--- src/rtl/pipe_pkg.sv ---
// Shared types and default widths for the ID->EX pipeline stage.
// The stage build is selected with macro PIPE_STAGE_SKID_EN (see pipe_stage.sv).
package pipe_pkg;

   localparam int DEF_DATA_W = 32;
   localparam int DEF_CNT_W  = 16;

   typedef enum logic [1:0] {
      EMPTY = 2'd0,
      ONE   = 2'd1,
      FULL  = 2'd2
   } pipe_state_e;

endpackage

--- src/rtl/pipe_sat_cnt.sv ---
// Saturating up-counter: counts cycles with inc high, sticks at all-ones.
module pipe_sat_cnt #(
   parameter int CNT_W = 16
) (
   input  logic             clk,
   input  logic             rst,
   input  logic             inc,
   output logic [CNT_W-1:0] count
);

   localparam logic [CNT_W-1:0] CNT_MAX = {CNT_W{1'b1}};
   localparam logic [CNT_W-1:0] CNT_ONE = {{(CNT_W-1){1'b0}}, 1'b1};

   logic [CNT_W-1:0] count_q;
   logic [CNT_W-1:0] count_d;

   always_comb begin
      count_d = count_q;
      if (inc && (count_q != CNT_MAX)) begin
         count_d = count_q + CNT_ONE;
      end else begin
         count_d = count_q;
      end
   end

   always_ff @(posedge clk) begin
      if (rst) begin
         count_q <= {CNT_W{1'b0}};
      end else begin
         count_q <= count_d;
      end
   end

   assign count = count_q;

endmodule

--- src/rtl/pipe_stage.sv ---
// ID->EX valid/ready pipeline register with flush and backpressure counter.
// Define PIPE_STAGE_SKID_EN for the two-entry skid build (registered in_ready).
module pipe_stage
   import pipe_pkg::*;
#(
   parameter int                DATA_W   = DEF_DATA_W,
   parameter int                CNT_W    = DEF_CNT_W,
   parameter logic [DATA_W-1:0] RST_DATA = '0
) (
   input  logic              clk,
   input  logic              rst,
   input  logic              flush,
   input  logic              in_valid,
   output logic              in_ready,
   input  logic [DATA_W-1:0] in_data,
   output logic              out_valid,
   input  logic              out_ready,
   output logic [DATA_W-1:0] out_data,
   output logic [CNT_W-1:0]  stall_cnt
);

   pipe_state_e       state_q, state_d;
   logic [DATA_W-1:0] main_q, main_d;
   logic              accept;
   logic              drain;

   assign out_valid = (state_q != EMPTY);
   assign out_data  = main_q;
   assign accept    = in_valid && in_ready;
   assign drain     = out_valid && out_ready;

`ifdef PIPE_STAGE_SKID_EN
   logic [DATA_W-1:0] skid_q, skid_d;
   logic              in_ready_q, in_ready_d;

   // Flush kills both entries but leaves the data registers untouched.
   always_comb begin
      state_d = state_q;
      main_d  = main_q;
      skid_d  = skid_q;
      if (flush) begin
         state_d = EMPTY;
      end else begin
         case (state_q)
            EMPTY: begin
               if (accept) begin
                  main_d  = in_data;
                  state_d = ONE;
               end else begin
                  state_d = EMPTY;
               end
            end
            ONE: begin
               if (accept && drain) begin
                  main_d  = in_data;
                  state_d = ONE;
               end else if (accept) begin
                  skid_d  = in_data;
                  state_d = FULL;
               end else if (drain) begin
                  state_d = EMPTY;
               end else begin
                  state_d = ONE;
               end
            end
            FULL: begin
               if (drain) begin
                  main_d  = skid_q;
                  state_d = ONE;
               end else begin
                  state_d = FULL;
               end
            end
            default: begin
               state_d = EMPTY;
            end
         endcase
      end
      in_ready_d = (state_d != FULL);
   end

   always_ff @(posedge clk) begin
      if (rst) begin
         state_q    <= EMPTY;
         main_q     <= RST_DATA;
         skid_q     <= RST_DATA;
         in_ready_q <= 1'b1;
      end else begin
         state_q    <= state_d;
         main_q     <= main_d;
         skid_q     <= skid_d;
         in_ready_q <= in_ready_d;
      end
   end

   assign in_ready = in_ready_q;
`else
   // Single register: a held entry can be replaced in the cycle it drains.
   always_comb begin
      state_d = state_q;
      main_d  = main_q;
      if (flush) begin
         state_d = EMPTY;
      end else begin
         case (state_q)
            EMPTY, ONE: begin
               if (accept) begin
                  main_d  = in_data;
                  state_d = ONE;
               end else if (drain) begin
                  state_d = EMPTY;
               end else begin
                  state_d = state_q;
               end
            end
            default: begin
               state_d = EMPTY;
            end
         endcase
      end
   end

   always_ff @(posedge clk) begin
      if (rst) begin
         state_q <= EMPTY;
         main_q  <= RST_DATA;
      end else begin
         state_q <= state_d;
         main_q  <= main_d;
      end
   end

   assign in_ready = !out_valid || out_ready;
`endif

   pipe_sat_cnt #(
      .CNT_W (CNT_W)
   ) u_stall_cnt (
      .clk   (clk),
      .rst   (rst),
      .inc   (out_valid && !out_ready),
      .count (stall_cnt)
   );

endmodule

--- config.mk ---
export PLATFORM = sky130hd
export DESIGN_NAME = pipe_stage
export DESIGN_NICKNAME = d
export VERILOG_FILES = /design/src/rtl/pipe_pkg.sv /design/src/rtl/pipe_sat_cnt.sv /design/src/rtl/pipe_stage.sv
export SDC_FILE = /design/constraint.sdc
export NUM_CORES = 1
export LEC_CHECK = 0
export CAP_MARGIN = 20
export CORE_AREA = 10 10 91 77
export DETAILED_ROUTE_END_ITERATION = 8
export DIE_AREA = 0 0 101 87
export PLACE_DENSITY = 0.74
export SLEW_MARGIN = 40
export SYNTH_ARGS = -nofsm -noshare
export SYNTH_HDL_FRONTEND = slang
export SYNTH_SLANG_ARGS = --single-unit
--- constraint.sdc ---
create_clock -name clk -period 2.3 [get_ports clk]
set_clock_uncertainty 0.1 [all_clocks]
set_input_delay 0.23 -clock clk [delete_from_list [all_inputs] [get_ports clk]]
set_output_delay 0.23 -clock clk [all_outputs]
set_load 0.1 [all_outputs]
# Yosys cells after proc, flatten, opt, wreduce, memory -nomap -nowiden
# Index checks and enable logic that the tools add are counted.
[word_totals]
register_bits = 49
input_bits = 37
output_inout_bits = 50
[op_classes]
addsub = 1
n_eq_ne = 1
muxes = 2
bitwise_logic = 2
n_reduce_logical = 12
[op_table]
columns = ["cell", "count"]
rows = [
  ["$add A16 B1 Y16 const B", 1],
  ["$ne A16 B16 Y1 const B", 1],
  ["$logic_and A1 B1 Y1", 4],
  ["$reduce_and A3 Y1", 1],
  ["$reduce_or A3 Y1", 1],
  ["$logic_not A1 Y1", 2],
  ["$logic_not A2 Y1", 1],
  ["$mux W1", 2],
  ["$not A1 Y1", 2],
  ["$reduce_bool A2 Y1", 1],
  ["$reduce_or A2 Y1", 1],
  ["$logic_or A1 B1 Y1", 1],
]

# Longest topological paths before layout
[logic_depth]
ltp_word = 4
depth_mapped = 6
depth_no_buf = 5

# Hierarchy
# From an unflattened synthesis, not the netlist that was laid out.
[unflattened]
hier_cells = 244
hier_area_um2 = 2367.3
[modules_own_cells]
columns = ["module", "instances", "cells_per_inst", "area_each_um2", "seq_area_each_um2"]
rows = [
  ["pipe_stage", 1, 145, 1519.0, 660.6],
  ["pipe_sat_cnt", 1, 99, 848.3, 320.3],
]

# Worst setup path before layout
# No wires, ideal clock.
[synth_path]
kind = "register -> register"
from = "register state_q[0]"
to = "register main_q[14], in the netlist out_data[14]"
t_arrival_ps = 2547
setup_slack_ps = -417
stages_incl_launch_ff = 7
path_buffers = 1
period_less_slack_ps = 2717
cell_sequence = "dfxtp_1 > nor2b_1 > inv_1 > nand3b_1 > clkbuf_1 > nand2_1 > a21oi_1"
[synth_via]
elab_chain_cells = 4
[synth_rtl]
columns = ["element", "line_no", "text"]
rows = [
  ["start: declaration", "pipe_stage.sv:22", "pipe_state_e state_q, state_d;"],
  ["start signal: assignment", "pipe_stage.sv:128", "state_q <= state_d;"],
  ["$logic_not A1 Y1", "pipe_stage.sv:133", "assign in_ready = !out_valid || out_ready;"],
  ["$logic_or A1 B1 Y1", "pipe_stage.sv:133", ""],
  ["via in_ready", "pipe_stage.sv:14", "output logic in_ready,"],
  ["$logic_and A1 B1 Y1", "pipe_stage.sv:29", "assign accept = in_valid && in_ready;"],
  ["$reduce_and A3 Y1 (no line)", "-", ""],
  ["end signal: assignment", "pipe_stage.sv:129", "main_q <= main_d;"],
  ["end: declaration", "pipe_stage.sv:23", "logic [DATA_W-1:0] main_q, main_d;"],
]
# The timed path passes the listed nets, and every way through them passes these cells.
# A chain may end at the register's enable or synchronous reset.

# Final worst setup path
[layout_path]
from = "input out_ready"
to = "register u_stall_cnt.count_q[13], in the netlist u_stall_cnt.count[13]"
[layout_via]
elab_chain_cells = 3
[layout_rtl]
columns = ["element", "line_no", "text"]
rows = [
  ["start: declaration", "pipe_stage.sv:17", "input logic out_ready,"],
  ["$logic_not A1 Y1", "pipe_stage.sv:141", ".inc (out_valid && !out_ready),"],
  ["$logic_and A1 B1 Y1", "pipe_stage.sv:141", ""],
  ["$logic_and A1 B1 Y1", "pipe_sat_cnt.sv:19", "if (inc && (count_q != CNT_MAX)) begin"],
  ["end signal: assignment", "pipe_sat_cnt.sv:28", "count_q <= {CNT_W{1'b0}};"],
  ["end signal: assignment", "pipe_sat_cnt.sv:30", "count_q <= count_d;"],
  ["end: declaration", "pipe_sat_cnt.sv:14", "logic [CNT_W-1:0] count_q;"],
]
# Every way passes these cells.

==> impl_metrics.csv <==
group,metric,value,unit
status,status,"completed",
worst_setup_path,timing.rr.start,"u_stall_cnt.count[9]",
synthesis,synth_warnings,0,
route,vias,2057,
finish,postLayoutCellArea,3000,µm²
worst_setup_path,cp_slowest_stage_delay,0.59,ns
timing,finalCritPeriodShare,83.6,%
worst_setup_path,critical_path.startpoint,"out_ready",
worst_setup_path,path_class,"in2reg",
die,die_height,87,µm
synthesis,syn-cell-area,2010,µm²
synthesis,syn-num-nets,288,
worst_setup_path,worst_path_dominant_cell_family,"simple AND/OR/NAND/NOR gates",
die,ios,87,
cts,cts_buffer_depth,2,
timing,fin_crit,1.92,ns
synthesis,async_flop_share,0,%
worst_setup_path,crit_buf_inv,1,
timing,setup_viol,0,
cts,clock_sinks,49,
worst_setup_path,critPathRequiredTime,2.43,ns
grt,busiest_layer,"met2",
die,start_util,38.2,%
grt,overflow,0,
finish,fin_nets,373,
die,die-area,8790,µm²
grt,antenna_found_initial,0,
cts,cts_buffers,5,
cts,cts_tree,"yes",
synthesis,ys_types,37,
grt,use_met1,17.5,%
grt,grt_use_met3,5.32,%
timing,slew_viol_final,0,
route,wl_per_cell,15.1,µm
finish,post-route-util,57.1,%
synthesis,syn_area_per_cell,8.03,µm²
die,rows,24,
placement,hpwlAfterDp,4.52,mm
placement,port_buffers,86,
worst_setup_path,end_kind,"register",
finish,area_growth_syn_to_layout,49.4,%
route,dr.pass1.iters,4,
pwr,p_leak,1.17,nW
timing,worstMarginPinSlew,0.533,ns
route,postRouteAntennaNets,0,
route,routed_wl,6.04,mm
cts,htreeDepth,2,
finish,layoutNonFillerInstCount,401,
pwr,p_per_area,610,nW/µm²
timing,hold-worst-slack,0.314,ns
route,first_iter_violations,173,
worst_setup_path,critPathSlowestCell,"or4_4",
finish,fill_cells,496,
pwr,power.total,1.83,mW
flow_run,maxCapViolCount,0,
hold_path,hp-start,"rst",
placement,dp.cells,393,
grt,grt.total_usage,13.4,%
pwr,ir_drop,0.421,mV
cts,cts_resized,0,
worst_setup_path,arrival,2.05,ns
route,drc,0,
placement,pre_cts_ws,0.0699,ns
timing,tns,0,ns
synthesis,ys.flop_type,"dfxtp_1",
finish,drive_above_1_share,27.7,%
cts,cts_hold_buffers,0,
finish,ff_latch_area,1010,µm²
timing,rsz0062_at_grt,"false",
placement,gp_congestion,0.917,
timing,fmax,0.520,GHz
route,via_per_inst,5.13,
grt,use_met2,19.9,%
synthesis,yosys_register_bits,49,
timing,fin_ws,0.377,ns
worst_setup_path,crit_path_max_fanout,6,
die,fp.dieW,101,µm
grt,grt_pass1_vias,1982,
worst_setup_path,critical_path.cell_chain,"clkdlybuf4s50_1 > nand4b_1 > or4_4 > or4_1 > a21oi_1",
finish,multi_input_area,967,µm²
synthesis,synth_cells,250,
worst_setup_path,start_kind,"primary input",
cts,cts_setup_buffers,0,
finish,insertedDiodeCount,0,
timing,hold_viol,0,
synthesis,seq_area_frac_synth,48.9,%
timing,slew_headroom,64.5,%
cts,clk_pin_slew_worst_paths,0.10,ns
placement,detailed_place.area,2900,µm²
cts,cts_root_buf,"clkbuf_8",
die,core_area,5260,µm²
synthesis,synth_edf_count,0,
hold_path,hp-class,"in2reg",
grt,grt_pass1_wl,9.83,mm
grt,grt_max_degree,33,
cts,clock_latency,0.30,ns
[sequential cells by signal, summed over array words and instances (netlist names)]
signal,cells
state_q,1
u_stall_cnt.count,16
out_data,32
[worst paths after layout]
path,to,slack (ns),cells past startpoint
worst min-delay path,u_stall_cnt.count[11],0.31,2
worst min register to register,out_data[30],0.36,2
worst max-delay path,u_stall_cnt.count[13],0.38,5
worst max register to register,u_stall_cnt.count[13],0.40,4
[synth_stat cells (all sizes together), types with 2 or more instances]
library cell  count  area [µm²]
nand4             6        43.8
mux2              3        33.8
or3               3        18.8
a211oi            3        22.5
nor2              7        26.3
or4               3        26.3
inv               4        15.0
nor3              5        25.0
and3              4        25.0
nand2            70         263
a311oi            3        26.3
nand2b            2        12.5
a31oi             3        18.8
nor4              3        18.8
a21oi            40         200
nor2b             4        25.0
clkbuf           14        52.6
dfxtp            49         981
nand3             6        35.0
o21ai             4        20.0
[layout by cell type, fill, tap and decap left out, types with 4 or more instances in the layout]
cell type / n
nor3_1: 5
dfxtp_1: 32
dfxtp_2: 14
clkdlybuf4s50_1: 35
nor2_1: 7
a21oi_1: 40
nand2_1: 70
clkbuf_8: 7
nand3_1: 5
o21ai_0: 4
and3_1: 4
buf_4: 54
nand4_1: 5
[area by class of cell]
type                            count  area share (%)
Sequential cell                    49            33.7
Inverter                            4           0.626
Clock buffer                        7            3.21
Timing Repair Buffer               93            27.4
Clock inverter                      1           0.167
Multi-Input combinational cell    182            32.2
Tap cell                           65            2.71
[worst register-to-register path: cells and delay by family (launching register included)]
family	cells	cell delay, ns
flops	1	0.43
compound gates	1	0.15
simple gates	3	1.14
[routing by layer]
layer	vias to the layer above	wire (µm)	share of wire [%]
li1	1037	-	-
met1	931	2650	44
met2	85	2700	45
met3	4	646	11
met4	0	51	0.84
met5	-	0	0
[power by group]
part | leakage (nW) | internal (mW) | switching, mW
logic | 0.703 | 0.119 | 0.278
registers | 0.408 | 0.873 | 0.0148
clock network | 0.0542 | 0.272 | 0.274
[kinds of logic (layout without fill, tap and decap cells)]
family | count (synthesis) | after routing | share of synthesized area [%]
AOI/OAI and AO/OA | 58 | 58 | 16.4
DFF | 49 | 49 | 48.9
buffers and inverters | 19 | 105 | 3.62
and+or+nand+nor | 119 | 119 | 28.3
adders and majority gates | 1 | 1 | 0.623
muxes | 4 | 4 | 2.18
(Power assumes the default switching activity.)
